[config.mk]
export PLATFORM = sky130hd
export DESIGN_NAME = mem_rr_arbiter
export DESIGN_NICKNAME = d
export VERILOG_FILES = /design/src/rtl/mem_arb_pkg.sv /design/src/rtl/rr_picker.sv /design/src/rtl/mem_rr_arbiter.sv
export SDC_FILE = /design/constraint.sdc
export NUM_CORES = 1
export LEC_CHECK = 0
export ABC_AREA = 1
export BUFFER_PORTS_ARGS = -buffer_cell sky130_fd_sc_hd__buf_2
export CAP_MARGIN = 30
export CORE_AREA = 5 5 161 163
export DETAILED_ROUTE_END_ITERATION = 12
export DIE_AREA = 0 0 166 168
export PLACE_DENSITY = 0.56
export SLEW_MARGIN = 15
export SYNTH_ARGS = -nofsm -noshare
export SYNTH_HDL_FRONTEND = slang
export SYNTH_SLANG_ARGS = --single-unit
[constraint.sdc]
create_clock -name clk -period 3.3 [get_ports clk]
set_clock_uncertainty 0.05 [all_clocks]
set_input_delay 0.99 -clock clk [delete_from_list [all_inputs] [get_ports clk]]
set_output_delay 0.99 -clock clk [all_outputs]
set_load 0.01 [all_outputs]
[src/rtl/mem_arb_pkg.sv]
// Shared types and constants for the round-robin memory bus arbiter.
package mem_arb_pkg;

    typedef enum logic [1:0] {
        IDLE = 2'd0,
        REQ  = 2'd1,
        RESP = 2'd2
    } arb_state_t;

    localparam int          MEM_ARB_N_REQ    = 4;
    localparam logic [31:0] MEM_ARB_ERR_WORD = 32'hFFFF_FFFF;

endpackage

[src/rtl/rr_picker.sv]
// Combinational round-robin picker: lowest requesting index at or after ptr,
// wrapping past N_REQ-1 back to 0.
module rr_picker
    import mem_arb_pkg::*;
#(
    parameter int N_REQ   = MEM_ARB_N_REQ,
    parameter int ID_BITS = $clog2(N_REQ)
) (
    input  logic [N_REQ-1:0]   req,
    input  logic [ID_BITS-1:0] ptr,
    output logic [ID_BITS-1:0] gnt_id,
    output logic               any
);

    // NOTE: every output gets a default before the search loop, so no path
    // through this block leaves a value held and infers a latch.
    always_comb begin
        int idx;
        gnt_id = '0;
        any    = 1'b0;
        idx    = 0;
        for (int i = 0; i < N_REQ; i++) begin
            idx = int'(ptr) + i;
            if (idx >= N_REQ) begin
                idx = idx - N_REQ;
            end
            if (!any && req[idx]) begin
                any    = 1'b1;
                gnt_id = ID_BITS'(idx);
            end
        end
    end

endmodule

[src/rtl/mem_rr_arbiter.sv]
// Grant-on-demand round-robin arbiter sharing one native memory bus between
// N_REQ requesters. Optional watchdog enabled by defining MEM_ARB_TIMEOUT_EN.
module mem_rr_arbiter
    import mem_arb_pkg::*;
#(
    parameter int N_REQ          = MEM_ARB_N_REQ,
    parameter int ID_BITS        = $clog2(N_REQ),
    parameter int TIMEOUT_CYCLES = 255
) (
    input  logic                 clk,
    input  logic                 resetn,
    input  logic [N_REQ-1:0]     m_valid,
    input  logic [32*N_REQ-1:0]  m_addr,
    input  logic [32*N_REQ-1:0]  m_wdata,
    input  logic [4*N_REQ-1:0]   m_wstrb,
    output logic [N_REQ-1:0]     m_ready,
    output logic [31:0]          m_rdata,
    output logic                 s_valid,
    output logic [31:0]          s_addr,
    output logic [31:0]          s_wdata,
    output logic [3:0]           s_wstrb,
    input  logic                 s_ready,
    input  logic [31:0]          s_rdata,
    output logic [ID_BITS-1:0]   grant_id,
    output logic                 busy,
    output logic                 timeout_err
);

    if (N_REQ < 2 || N_REQ > 8 || TIMEOUT_CYCLES < 1) begin : g_bad_cfg
        $error("mem_rr_arbiter: unsupported N_REQ or TIMEOUT_CYCLES");
    end

    arb_state_t         state_q;
    arb_state_t         state_d;
    logic [ID_BITS-1:0] prio_ptr;
    logic [ID_BITS-1:0] pick_id;
    logic [ID_BITS-1:0] ptr_after;
    logic               pick_any;
    logic               grant_now;
    logic               timeout_hit;

    rr_picker #(
        .N_REQ   (N_REQ),
        .ID_BITS (ID_BITS)
    ) u_picker (
        .req    (m_valid),
        .ptr    (prio_ptr),
        .gnt_id (pick_id),
        .any    (pick_any)
    );

    assign grant_now = (state_q == IDLE) && pick_any;
    assign ptr_after = (pick_id == ID_BITS'(N_REQ - 1)) ? '0 : pick_id + ID_BITS'(1);

    // NOTE: non-blocking assignments in every clocked block, so each register
    // sees the pre-edge value of every other register regardless of order.
    always_ff @(posedge clk or negedge resetn) begin
        if (!resetn) begin
            state_q <= IDLE;
        end else begin
            state_q <= state_d;
        end
    end

    always_comb begin
        state_d = state_q;
        case (state_q)
            IDLE:    if (pick_any) state_d = REQ;
            REQ:     if (s_ready || timeout_hit) state_d = RESP;
            RESP:    state_d = IDLE;
            default: state_d = IDLE;
        endcase
    end

    // Every output is driven from a flop, loaded from the next state so the
    // flags line up with the state they describe.
    always_ff @(posedge clk or negedge resetn) begin
        if (!resetn) begin
            prio_ptr <= '0;
            grant_id <= '0;
            s_valid  <= 1'b0;
            s_addr   <= '0;
            s_wdata  <= '0;
            s_wstrb  <= '0;
            m_ready  <= '0;
            m_rdata  <= '0;
            busy     <= 1'b0;
        end else begin
            s_valid <= (state_d == REQ);
            busy    <= (state_d != IDLE);
            m_ready <= (state_d == RESP) ? (N_REQ'(1) << grant_id) : '0;

            if (grant_now) begin
                grant_id <= pick_id;
                prio_ptr <= ptr_after;
                s_addr   <= m_addr[32*int'(pick_id) +: 32];
                s_wdata  <= m_wdata[32*int'(pick_id) +: 32];
                s_wstrb  <= m_wstrb[4*int'(pick_id) +: 4];
            end

            if (state_q == REQ && s_ready) begin
                m_rdata <= s_rdata;
            end else if (timeout_hit) begin
                m_rdata <= MEM_ARB_ERR_WORD;
            end
        end
    end

`ifdef MEM_ARB_TIMEOUT_EN
    localparam int TO_W = $clog2(TIMEOUT_CYCLES + 1);

    logic [TO_W-1:0] to_cnt;

    // Fires on the last permitted REQ cycle so REQ lasts exactly TIMEOUT_CYCLES.
    assign timeout_hit = (state_q == REQ) && !s_ready &&
                         (to_cnt == TO_W'(TIMEOUT_CYCLES - 1));

    always_ff @(posedge clk or negedge resetn) begin
        if (!resetn) begin
            to_cnt      <= '0;
            timeout_err <= 1'b0;
        end else begin
            if (grant_now) begin
                to_cnt <= '0;
            end else if (state_q == REQ && !s_ready) begin
                to_cnt <= to_cnt + TO_W'(1);
            end
            if (timeout_hit) begin
                timeout_err <= 1'b1;
            end
        end
    end
`else
    assign timeout_hit = 1'b0;
    assign timeout_err = 1'b0;
`endif

endmodule

==> results.toml <==
[outcome]
outcome = "finished clean"

[sta]
setup_viol = 0
clock.fmax_mhz = 403
finalCritPeriodShare = 0.751
rsz0062_at_grt = "no"
slew_headroom = 0.513
fin_tns_setup_ns = 0
final_hold_viol_count = 0
worstMarginPinSlew_ns = 0.731
finalWorstSetupSlack_ns = 0.821
period_needed_ns = 2.48
drv_slew = 0

[critical_path]
cp_max_fo = 44
start_kind = "input pin"
crit_arrival_ns = 2.72
cp_data_required_time_ns = 3.54
critPathKind = "in -> reg"
cp-end-kind = "register"

[detailed_routing]
wire_per_inst_um = 15.0
drtIter0Drc = 392
drc = 0
drt_wl_total_um = 27700
firstDrtPassIters = 5
num_vias = 8266
final_antenna_net_count = 0
via_per_inst = 4.48

[placement]
io_buffers = 418
place.gp.congestion = 0.848
hpwlAfterDp_um = 20800
dp_slack_ns = 0.428

[final_layout]
multi_input_area_sq_um = 3520
antennaDiodeCount = 0
layout_commonest_cell = "nand2_1"
syn2layout_area_growth_pct = 37.1
nFillCells = 2699
final_cell_mix = "nand2_1, buf_2, dfrtp_1"
drive_gt1_frac = 0.304
layout.area.seq_sq_um = 2800
nNetsFinal = 1828

[global_route]
grt_pass1_vias = 8093
track_usage = 0.190
grt_start_max_net_pins = 74
grt_overflow_total = 0
antenna_found_initial = 1
grt_pass1_wl_um = 43400

[pwr]
comb_power_share = 0.696
p_leak_uw = 0.00615
power.density_nw_per_um2 = 1190
netSwitchingFraction = 0.544
seq_power_share = 0.210
internal_power_uw = 5290
vdd_drop_max_mv = 1.29
power.switching_uw = 6330
pwr-share-clk = 0.094

[cts]
cts_max_level = 3
clockBufferDepth = 2
insertion_delay_ns = 0.35
root_buffer = "clkbuf_16"
clkTransAtPathRegs_ns = 0.08
clock-sinks = 112
post_cts_buffers = 0
cts_made_buffers = 9
post_cts_resized = 0
cts_tree = "built"
hold_buffers = 0

[floorplanning]
core_sq_um = 24200
start_util = 0.295
ios = 420
dieHeight_um = 168
fp.dieW_um = 166
num_rows = 57
die-area_sq_um = 27900

[logic_synthesis]
syn_avg_cell_area_sq_um = 6.24
synthFlopType = "dfrtp_1"
ys_types = 24
synthesis.area_sq_um = 7120
yosysSeqAreaShare = 0.394
synth-seq-cells = 112
synth-edff-count = 0
syn_inst = 1142
ys_warn_count = 0
async_reset_ff_frac = 1.00
syn_nets = 1453

[job]
drv_cap = 0

[worst_hold_path]
hp-class = "reg -> reg"
-- power by group through the flow --
stage               Combinational (uW)  Clock, uW  Sequential [uW]
global route                      9180       1200             2520
global placement                  8190          0             2450
detailed placement                8240          0             2440
finish                            8090       1100             2440
floorplan                         5540          0             2710
CTS                               8260       1160             2440
-- cells by family (layout without fill, tap and decap cells) --
group	after synthesis	after routing	synth area share
buf+inv	181	560	0.113
simple gates	840	840	0.487
other cells	1	1	0.000527
compound gates	8	8	0.00597
flops	112	112	0.394
-- path summary, 6_finish.rpt --
path	slack (ns)	end	depth (start not counted)	from
setup / recovery	0.82	s_addr[30]$_DFFE_PN0P_	14	m_valid[1]
hold / removal	0.43	s_wdata[2]$_DFFE_PN0P_	2	s_wdata[2]$_DFFE_PN0P_
setup reg to reg	0.88	s_wdata[24]$_DFFE_PN0P_	11	prio_ptr[0]$_DFFE_PN0P_
hold reg to reg	0.43	s_wdata[2]$_DFFE_PN0P_	2	s_wdata[2]$_DFFE_PN0P_
max in group asynchronous	1.90	s_wdata[6]$_DFFE_PN0P_	2	resetn
min in group asynchronous	0.58	m_rdata[23]$_DFFE_PN0P_	1	resetn
-- state kept, by name, summed over array words and instances, names as in the netlist, 2 cells and up --
signal / count
m_rdata: 32
s_addr: 32
s_wdata: 32
m_ready: 4
s_wstrb: 4
grant_id: 2
prio_ptr: 2
state_q: 2
-- routing by layer --
metal  vias up  wire length [um]  track usage
li1       4223                 -            -
met1      3736             11700        0.235
met2       283             13600        0.331
met3        22              2140       0.0577
met4         2               320       0.0344
met5         -                13            0
-- per-stage QoR --
step | hold WS [ns] | cell area (sq um) | total power [uW] | utilization | cells
2_1_floorplan | 0.465 | 7120 | 8250 | - | 1142
3_3_place_gp | 0.407 | 9450 | 10600 | 0.391 | 1829
3_5_place_dp | 0.410 | 9450 | 10700 | 0.391 | 1829
4_1_cts | 0.431 | 9730 | 11900 | 0.403 | 1844
5_1_grt | 0.455 | 9760 | 12900 | 0.404 | 1845
6_report | 0.431 | 9760 | 11600 | 0.404 | 1845
-- critical path, cell delays in order --
cell     delay, ns
buf_2         0.10
inv_1         0.06
nand2_1       0.07
nand3_1       0.12
nand2_1       0.11
nor2_4        0.15
nand3_1       0.09
nand3_1       0.12
nand2_4       0.07
buf_4         0.24
nor2_4        0.14
buf_12        0.24
nand2_1       0.11
nand3_1       0.09
-- area by class of cell --
| type | instances | share of cell area |
|---|---|---|
| Clock buffer | 9 | 0.0231 |
| Clock inverter | 6 | 0.00641 |
| Inverter | 112 | 0.0436 |
| Multi-Input combinational cell | 849 | 0.361 |
| Sequential cell | 112 | 0.287 |
| Tap cell | 324 | 0.0415 |
| Timing Repair Buffer | 433 | 0.237 |
-- synthesized netlist by cell type (2+ instances only) --
library cell / count / area (sq um)
o21ai_0: 5 / 25.0
buf_4: 16 / 120
a21oi_1: 2 / 10.0
dfrtp_1: 112 / 2800
nand2_1: 677 / 2540
clkbuf_1: 5 / 18.8
buf_1: 3 / 11.3
nor2_1: 5 / 18.8
nor3_1: 4 / 20.0
inv_2: 3 / 11.3
nand3_1: 100 / 500
nor2_4: 2 / 22.5
inv_4: 2 / 12.5
inv_1: 107 / 402
nand4_1: 46 / 288
nand3_2: 2 / 20.0
buf_2: 44 / 220
Power figures use the tool's default switching activity.
